==> src/rtl/fetch_unit.sv <==
`default_nettype none
// ============================================================================
// Module   : fetch_unit
// Purpose  : Program counter, single-outstanding instruction fetch and prefetch
//            FIFO. Optional macro FETCH_ALIGN_CHECK_EN adds a misaligned-jump
//            fault flag (fetch_fault) that halts fetching.
// Revision : 1.0  initial release
// ============================================================================
module fetch_unit #(
  parameter int          DEPTH    = 4,
  parameter logic [31:0] RESET_PC = 32'h0000_0000
) (
  input  logic        clk,
  input  logic        reset,
  output logic        mem_req,
  output logic [31:0] mem_addr,
  input  logic        mem_ack,
  input  logic [31:0] mem_data,
  input  logic        jmp_take,
  input  logic [31:0] jmp_target,
  input  logic        dec_ready,
  output logic        instr_valid,
  output logic [31:0] instr,
  output logic [31:0] instr_pc
`ifdef FETCH_ALIGN_CHECK_EN
  ,
  output logic        fetch_fault
`endif
);

  localparam int            PW      = $clog2(DEPTH);
  localparam int            CW      = PW + 1;
  localparam logic [CW-1:0] C_DEPTH = CW'(DEPTH);

  typedef enum logic [1:0] {
    S_IDLE  = 2'd0,
    S_WAIT  = 2'd1,
    S_DRAIN = 2'd2
  } state_t;

  state_t        r_state;
  logic          r_mem_req;
  logic [31:0]   r_mem_addr;
  logic [31:0]   r_fetch_pc;
  logic [31:0]   r_word [DEPTH];
  logic [31:0]   r_pc   [DEPTH];
  logic [PW-1:0] r_rd_ptr;
  logic [PW-1:0] r_wr_ptr;
  logic [CW-1:0] r_count;

  logic [31:0]   w_target;
  logic          w_halt;
  logic          w_halt_next;
  logic          w_pop;
  logic          w_push;
  logic          w_can_issue;
  logic [CW-1:0] w_count_next;
  logic [31:0]   w_pc_inc;
  logic [31:0]   w_drain_pc;

`ifdef FETCH_ALIGN_CHECK_EN
  logic r_fault;
  assign w_target    = jmp_target;
  assign w_halt      = r_fault;
  assign w_halt_next = r_fault | (jmp_take & (jmp_target[1:0] != 2'b00));
  assign fetch_fault = r_fault;
`else
  logic w_unused_lsb;
  assign w_target     = {jmp_target[31:2], 2'b00};
  assign w_halt       = 1'b0;
  assign w_halt_next  = 1'b0;
  assign w_unused_lsb = ^jmp_target[1:0];
`endif

  assign mem_req     = r_mem_req;
  assign mem_addr    = r_mem_addr;
  assign instr_valid = (r_count != '0);
  assign instr       = instr_valid ? r_word[r_rd_ptr] : 32'h0;
  assign instr_pc    = instr_valid ? r_pc[r_rd_ptr]   : 32'h0;

  // A redirect swallows any same-cycle push or pop.
  assign w_pop        = instr_valid & dec_ready & ~jmp_take;
  assign w_push       = (r_state == S_WAIT) & mem_ack & ~jmp_take;
  assign w_count_next = r_count + CW'(w_push) - CW'(w_pop);
  assign w_can_issue  = (w_count_next < C_DEPTH) & ~w_halt;
  assign w_pc_inc     = r_mem_addr + 32'd4;
  assign w_drain_pc   = jmp_take ? w_target : r_fetch_pc;

  always_ff @(posedge clk) begin
    if (w_push) begin
      r_word[r_wr_ptr] <= mem_data;
      r_pc[r_wr_ptr]   <= r_mem_addr;
    end
  end

  always_ff @(posedge clk) begin
    if (reset) begin
      r_state    <= S_IDLE;
      r_mem_req  <= 1'b0;
      r_mem_addr <= RESET_PC;
      r_fetch_pc <= RESET_PC;
      r_rd_ptr   <= '0;
      r_wr_ptr   <= '0;
      r_count    <= '0;
`ifdef FETCH_ALIGN_CHECK_EN
      r_fault    <= 1'b0;
`endif
    end else begin
      if (jmp_take) begin
        r_rd_ptr   <= '0;
        r_wr_ptr   <= '0;
        r_count    <= '0;
        r_fetch_pc <= w_target;
`ifdef FETCH_ALIGN_CHECK_EN
        r_fault    <= w_halt_next;
`endif
      end else begin
        if (w_push) r_wr_ptr <= r_wr_ptr + PW'(1);
        if (w_pop)  r_rd_ptr <= r_rd_ptr + PW'(1);
        r_count <= w_count_next;
      end

      case (r_state)
        S_IDLE: begin
          if (jmp_take) begin
            if (!w_halt_next) begin
              r_mem_req  <= 1'b1;
              r_mem_addr <= w_target;
              r_state    <= S_WAIT;
            end
          end else if (w_can_issue) begin
            r_mem_req  <= 1'b1;
            r_mem_addr <= r_fetch_pc;
            r_state    <= S_WAIT;
          end
        end
        S_WAIT: begin
          if (mem_ack) begin
            if (jmp_take) begin
              if (!w_halt_next) begin
                r_mem_addr <= w_target;
              end else begin
                r_mem_req <= 1'b0;
                r_state   <= S_IDLE;
              end
            end else begin
              r_fetch_pc <= w_pc_inc;
              if (w_can_issue) begin
                r_mem_addr <= w_pc_inc;
              end else begin
                r_mem_req <= 1'b0;
                r_state   <= S_IDLE;
              end
            end
          end else if (jmp_take) begin
            r_state <= S_DRAIN;
          end
        end
        S_DRAIN: begin
          // The stale word is dropped; the redirect target is fetched next.
          if (mem_ack) begin
            if (!w_halt_next) begin
              r_mem_addr <= w_drain_pc;
              r_state    <= S_WAIT;
            end else begin
              r_mem_req <= 1'b0;
              r_state   <= S_IDLE;
            end
          end
        end
        default: begin
          r_mem_req <= 1'b0;
          r_state   <= S_IDLE;
        end
      endcase
    end
  end

endmodule
`default_nettype wire
==> config.mk <==
export PLATFORM = sky130hd
export DESIGN_NAME = fetch_unit
export DESIGN_NICKNAME = d
export VERILOG_FILES = /design/src/rtl/fetch_unit.sv
export SDC_FILE = /design/constraint.sdc
export NUM_CORES = 1
export LEC_CHECK = 0
export ABC_AREA = 1
export CORE_MARGIN = 2
export CORE_UTILIZATION = 40
export DETAILED_ROUTE_END_ITERATION = 10
export HOLD_SLACK_MARGIN = 0.08
export PLACE_DENSITY_LB_ADDON = 0.3
export SETUP_SLACK_MARGIN = 0.05
export SLEW_MARGIN = 20
export SYNTH_ARGS = -nofsm -noshare
export SYNTH_HDL_FRONTEND = slang
export SYNTH_SLANG_ARGS = --single-unit
==> constraint.sdc <==
create_clock -name clk -period 4.55 [get_ports clk]
set_input_delay 0.6825 -clock clk [delete_from_list [all_inputs] [get_ports clk]]
set_output_delay 0.6825 -clock clk [all_outputs]
set_load 0.01 [all_outputs]
==> results_dict.tcl <==
set metrics [dict create \
    synth_warnings 0 \
    outcome "finished, final reports clean" \
    holdBufCountCts 0 \
    slew_viol_final 0 \
    ant_nets 0 \
    reg2reg_from "r_state[0]" \
    crit_fanout 33 \
    cpPeakStageDelay_ns 0.51 \
    cts_setup_buffers 0 \
    ys_ff_latch 332 \
    io_buffers 164 \
    worstPathCellList "inv_2 > nor2_8 > inv_2 > nor2_4 > inv_2 > nor2_2 > inv_2 > ha_1 > inv_1 > ha_1 > fa_1 > nand3b_1 > nand2_2 > nand2_2 > nand2_2 > nand2_2 > nand2_4 > nand2_1 > nand2_1 > a21oi_1" \
    drt_first_pass_iters 5 \
    clock_path_buffers 3 \
    cp.arrival_ns 4.13 \
    startpoint_type "flop" \
    multiInputGateArea_um2 4640 \
    tightest_slew_ns 1.14 \
    worst_r2r_endpoint "mem_addr[10]" \
    hpwlAfterDp_um 21500 \
    final_common_cell "nor2_1" \
    slowest_stage "dfxtp_1" \
    numCtsBuffers 37 \
    insertion_delay_ns 0.52 \
    num_rows 70 \
    hold_path.class "reg -> reg" \
    netlist_area_um2 14600 \
    start_util 0.403 \
    finalCritPeriodShare 0.827 \
    grt.overflow.total 0 \
    cts_tree "done" \
    hold_viol 0 \
    fin_crit_ns 3.76 \
    tns_ns 0 \
    netlist_instances 1552 \
    power_density_nw_per_um2 400 \
    routed_wl_um 36600 \
    drt-initial-drc-count 728 \
    synth_nets 1629 \
    clock-sinks 332 \
    cap_viol_max_count 0 \
    drive_gt1_frac 0.0701 \
    setup_violations 0 \
    layout.nets 1773 \
    clk_pin_slew_ns 0.06 \
    placed_area_um2 16700 \
    yosysSeqAreaShare 0.630 \
    drc 0 \
    rsz0062_at_grt "no" \
    fin_ws_ns 0.789 \
    fin_skew_ns 0.0170 \
    reg2reg_slack_ns 0.79 \
    worstPathRequired_ns 4.92 \
    vias 11100 \
    regArea_um2 9210 \
    die_height_um 195 \
    die_w_um 195 \
    routedWlPerCell_um 16.7 \
    grt_max_degree 89 \
    fp.coreArea_um2 36300 \
    syn2layout_area_growth_pct 22.9 \
    ff2ff_path_depth 20 \
    cts_root_buffer "clkbuf_16" \
    antenna_cells 0 \
    ctsResizeCount 0 \
    antenna_found_initial 0 \
    n_fill_cell 3311 \
    end_kind "flop" \
    maxSlewHeadroom 0.241 \
    crit_start "r_state[0]" \
    gp_congestion 0.793 \
    htreeDepth 2 \
    endpoint "mem_addr[10]" \
    routed_via_density 5.06 \
    fin_area_um2 18000 \
    grt_pass1_vias 10600 \
    p_leak_nw 6.74 \
    io_pins 167 \
    final_cell_mix "nor2_1, edfxtp_1, nand2_1, clkdlybuf4s50_1, a21oi_1" \
    ir_worst_vdd_uv 232 \
    path_class "reg -> reg" \
    grt_util_all_layers 0.192 \
    fp.dieArea_um2 38100 \
    ys_types 33 \
    postSynthAreaPerCell_um2 9.41 \
    grt_first_pass_wirelength_um 57300 \
    finalPower_mw 7.18 \
    post-place-ws_ns 0.583 \
    fmax_ghz 0.266 \
]
[final cells by class]
| cell class | instances | area share |
|---|---|---|
| Clock buffer | 44 | 0.0565 |
| Clock inverter | 24 | 0.0134 |
| Inverter | 112 | 0.0235 |
| Multi-Input combinational cell | 1026 | 0.259 |
| Sequential cell | 332 | 0.513 |
| Tap cell | 468 | 0.0326 |
| Timing Repair Buffer | 187 | 0.102 |
[worst max-delay path, delay by kind of cell (launching register included)]
family                     cells  cell delay [ns]
and+or+nand+nor               11             1.68
buffers and inverters          5             0.48
adders and majority gates      3             0.86
DFF                            1             0.51
AOI/OAI and AO/OA              1             0.07
[power by group]
group / internal [mW] / switching [mW] / total (mW)
clock network: 1.87 / 1.17 / 3.04
registers: 3.39 / 0.130 / 3.52
logic: 0.269 / 0.356 / 0.625
[cells by family (layout without fill, tap and decap cells)]
| logic type | count (synthesis) | in the layout | synth area share |
|---|---|---|---|
| simple gates | 671 | 671 | 0.187 |
| fa+ha+maj | 8 | 8 | 0.00736 |
| buf+inv | 194 | 367 | 0.0543 |
| flops | 332 | 332 | 0.630 |
| compound gates | 347 | 347 | 0.122 |
[cells in the mapped netlist]
| cell type | instances | share of area |
|---|---|---|
| buf_4 | 2 | 0.0010 |
| nand2_1 | 250 | 0.064 |
| nand2_4 | 2 | 0.0015 |
| nor3_1 | 3 | 0.0010 |
| a31o_2 | 1 | 0.00060 |
| buf_1 | 15 | 0.0039 |
| nand2_2 | 7 | 0.0030 |
| nand3_1 | 53 | 0.018 |
| clkbuf_1 | 39 | 0.010 |
| nand4_1 | 3 | 0.0013 |
| and2_1 | 2 | 0.00086 |
| a21oi_4 | 1 | 0.0011 |
| a21oi_1 | 154 | 0.053 |
| buf_2 | 22 | 0.0075 |
| ha_1 | 7 | 0.0060 |
| inv_1 | 102 | 0.026 |
| nor2_8 | 1 | 0.0014 |
| nand3_2 | 1 | 0.00069 |
| o21ai_0 | 134 | 0.046 |
| inv_2 | 10 | 0.0026 |
| nor2_2 | 7 | 0.0030 |
| buf_6 | 4 | 0.0031 |
| nor2_1 | 334 | 0.086 |
| o31ai_1 | 1 | 0.00051 |
| a21boi_0 | 5 | 0.0026 |
| a21o_1 | 1 | 0.00051 |
| edfxtp_1 | 256 | 0.53 |
| nor2_4 | 6 | 0.0046 |
| fa_1 | 1 | 0.0014 |
| o21ai_1 | 45 | 0.015 |
| a31oi_1 | 5 | 0.0021 |
| nand3b_1 | 2 | 0.0010 |
| dfxtp_1 | 76 | 0.10 |
[sequential cells by signal, summed over array words and instances (netlist names), named ones only]
name and count:
r_wr_ptr 2, r_pc 128, mem_req 1, r_fetch_pc 32, r_count 3, mem_addr 32
r_word 128, r_rd_ptr 2, r_state 2
[metrics by stage]
step,hold WS (ns),utilization,std cells
floorplan,0.436,-,1552
global placement,0.444,0.461,2125
detailed placement,0.456,0.461,2125
CTS,0.470,0.495,2193
global route,0.492,0.495,2193
finish,0.468,0.495,2193
[worst min-delay path by stage]
| stage | cells past startpoint | endpoint | slack, ns | start |
|---|---|---|---|---|
| after global routing | 2 | mem_req | 0.49 | mem_req |
| after detailed placement | 2 | mem_req | 0.46 | mem_req |
| after global placement | 2 | flop | 0.44 | r_rd_ptr[1] |
| after CTS | 2 | mem_req | 0.47 | mem_req |
| after floorplan | 2 | flop | 0.44 | r_rd_ptr[1] |
| final | 2 | mem_req | 0.47 | mem_req |
[layer usage]
| metal | GRT usage | wire, um | up-vias |
|---|---|---|---|
| met5 | 0 | 0 | - |
| met4 | 0.0532 | 846 | 0 |
| met3 | 0.0301 | 2070 | 66 |
| met2 | 0.313 | 16800 | 340 |
| met1 | 0.266 | 16900 | 5193 |
| li1 | - | - | 5504 |
Power figures use the tool's default switching activity.
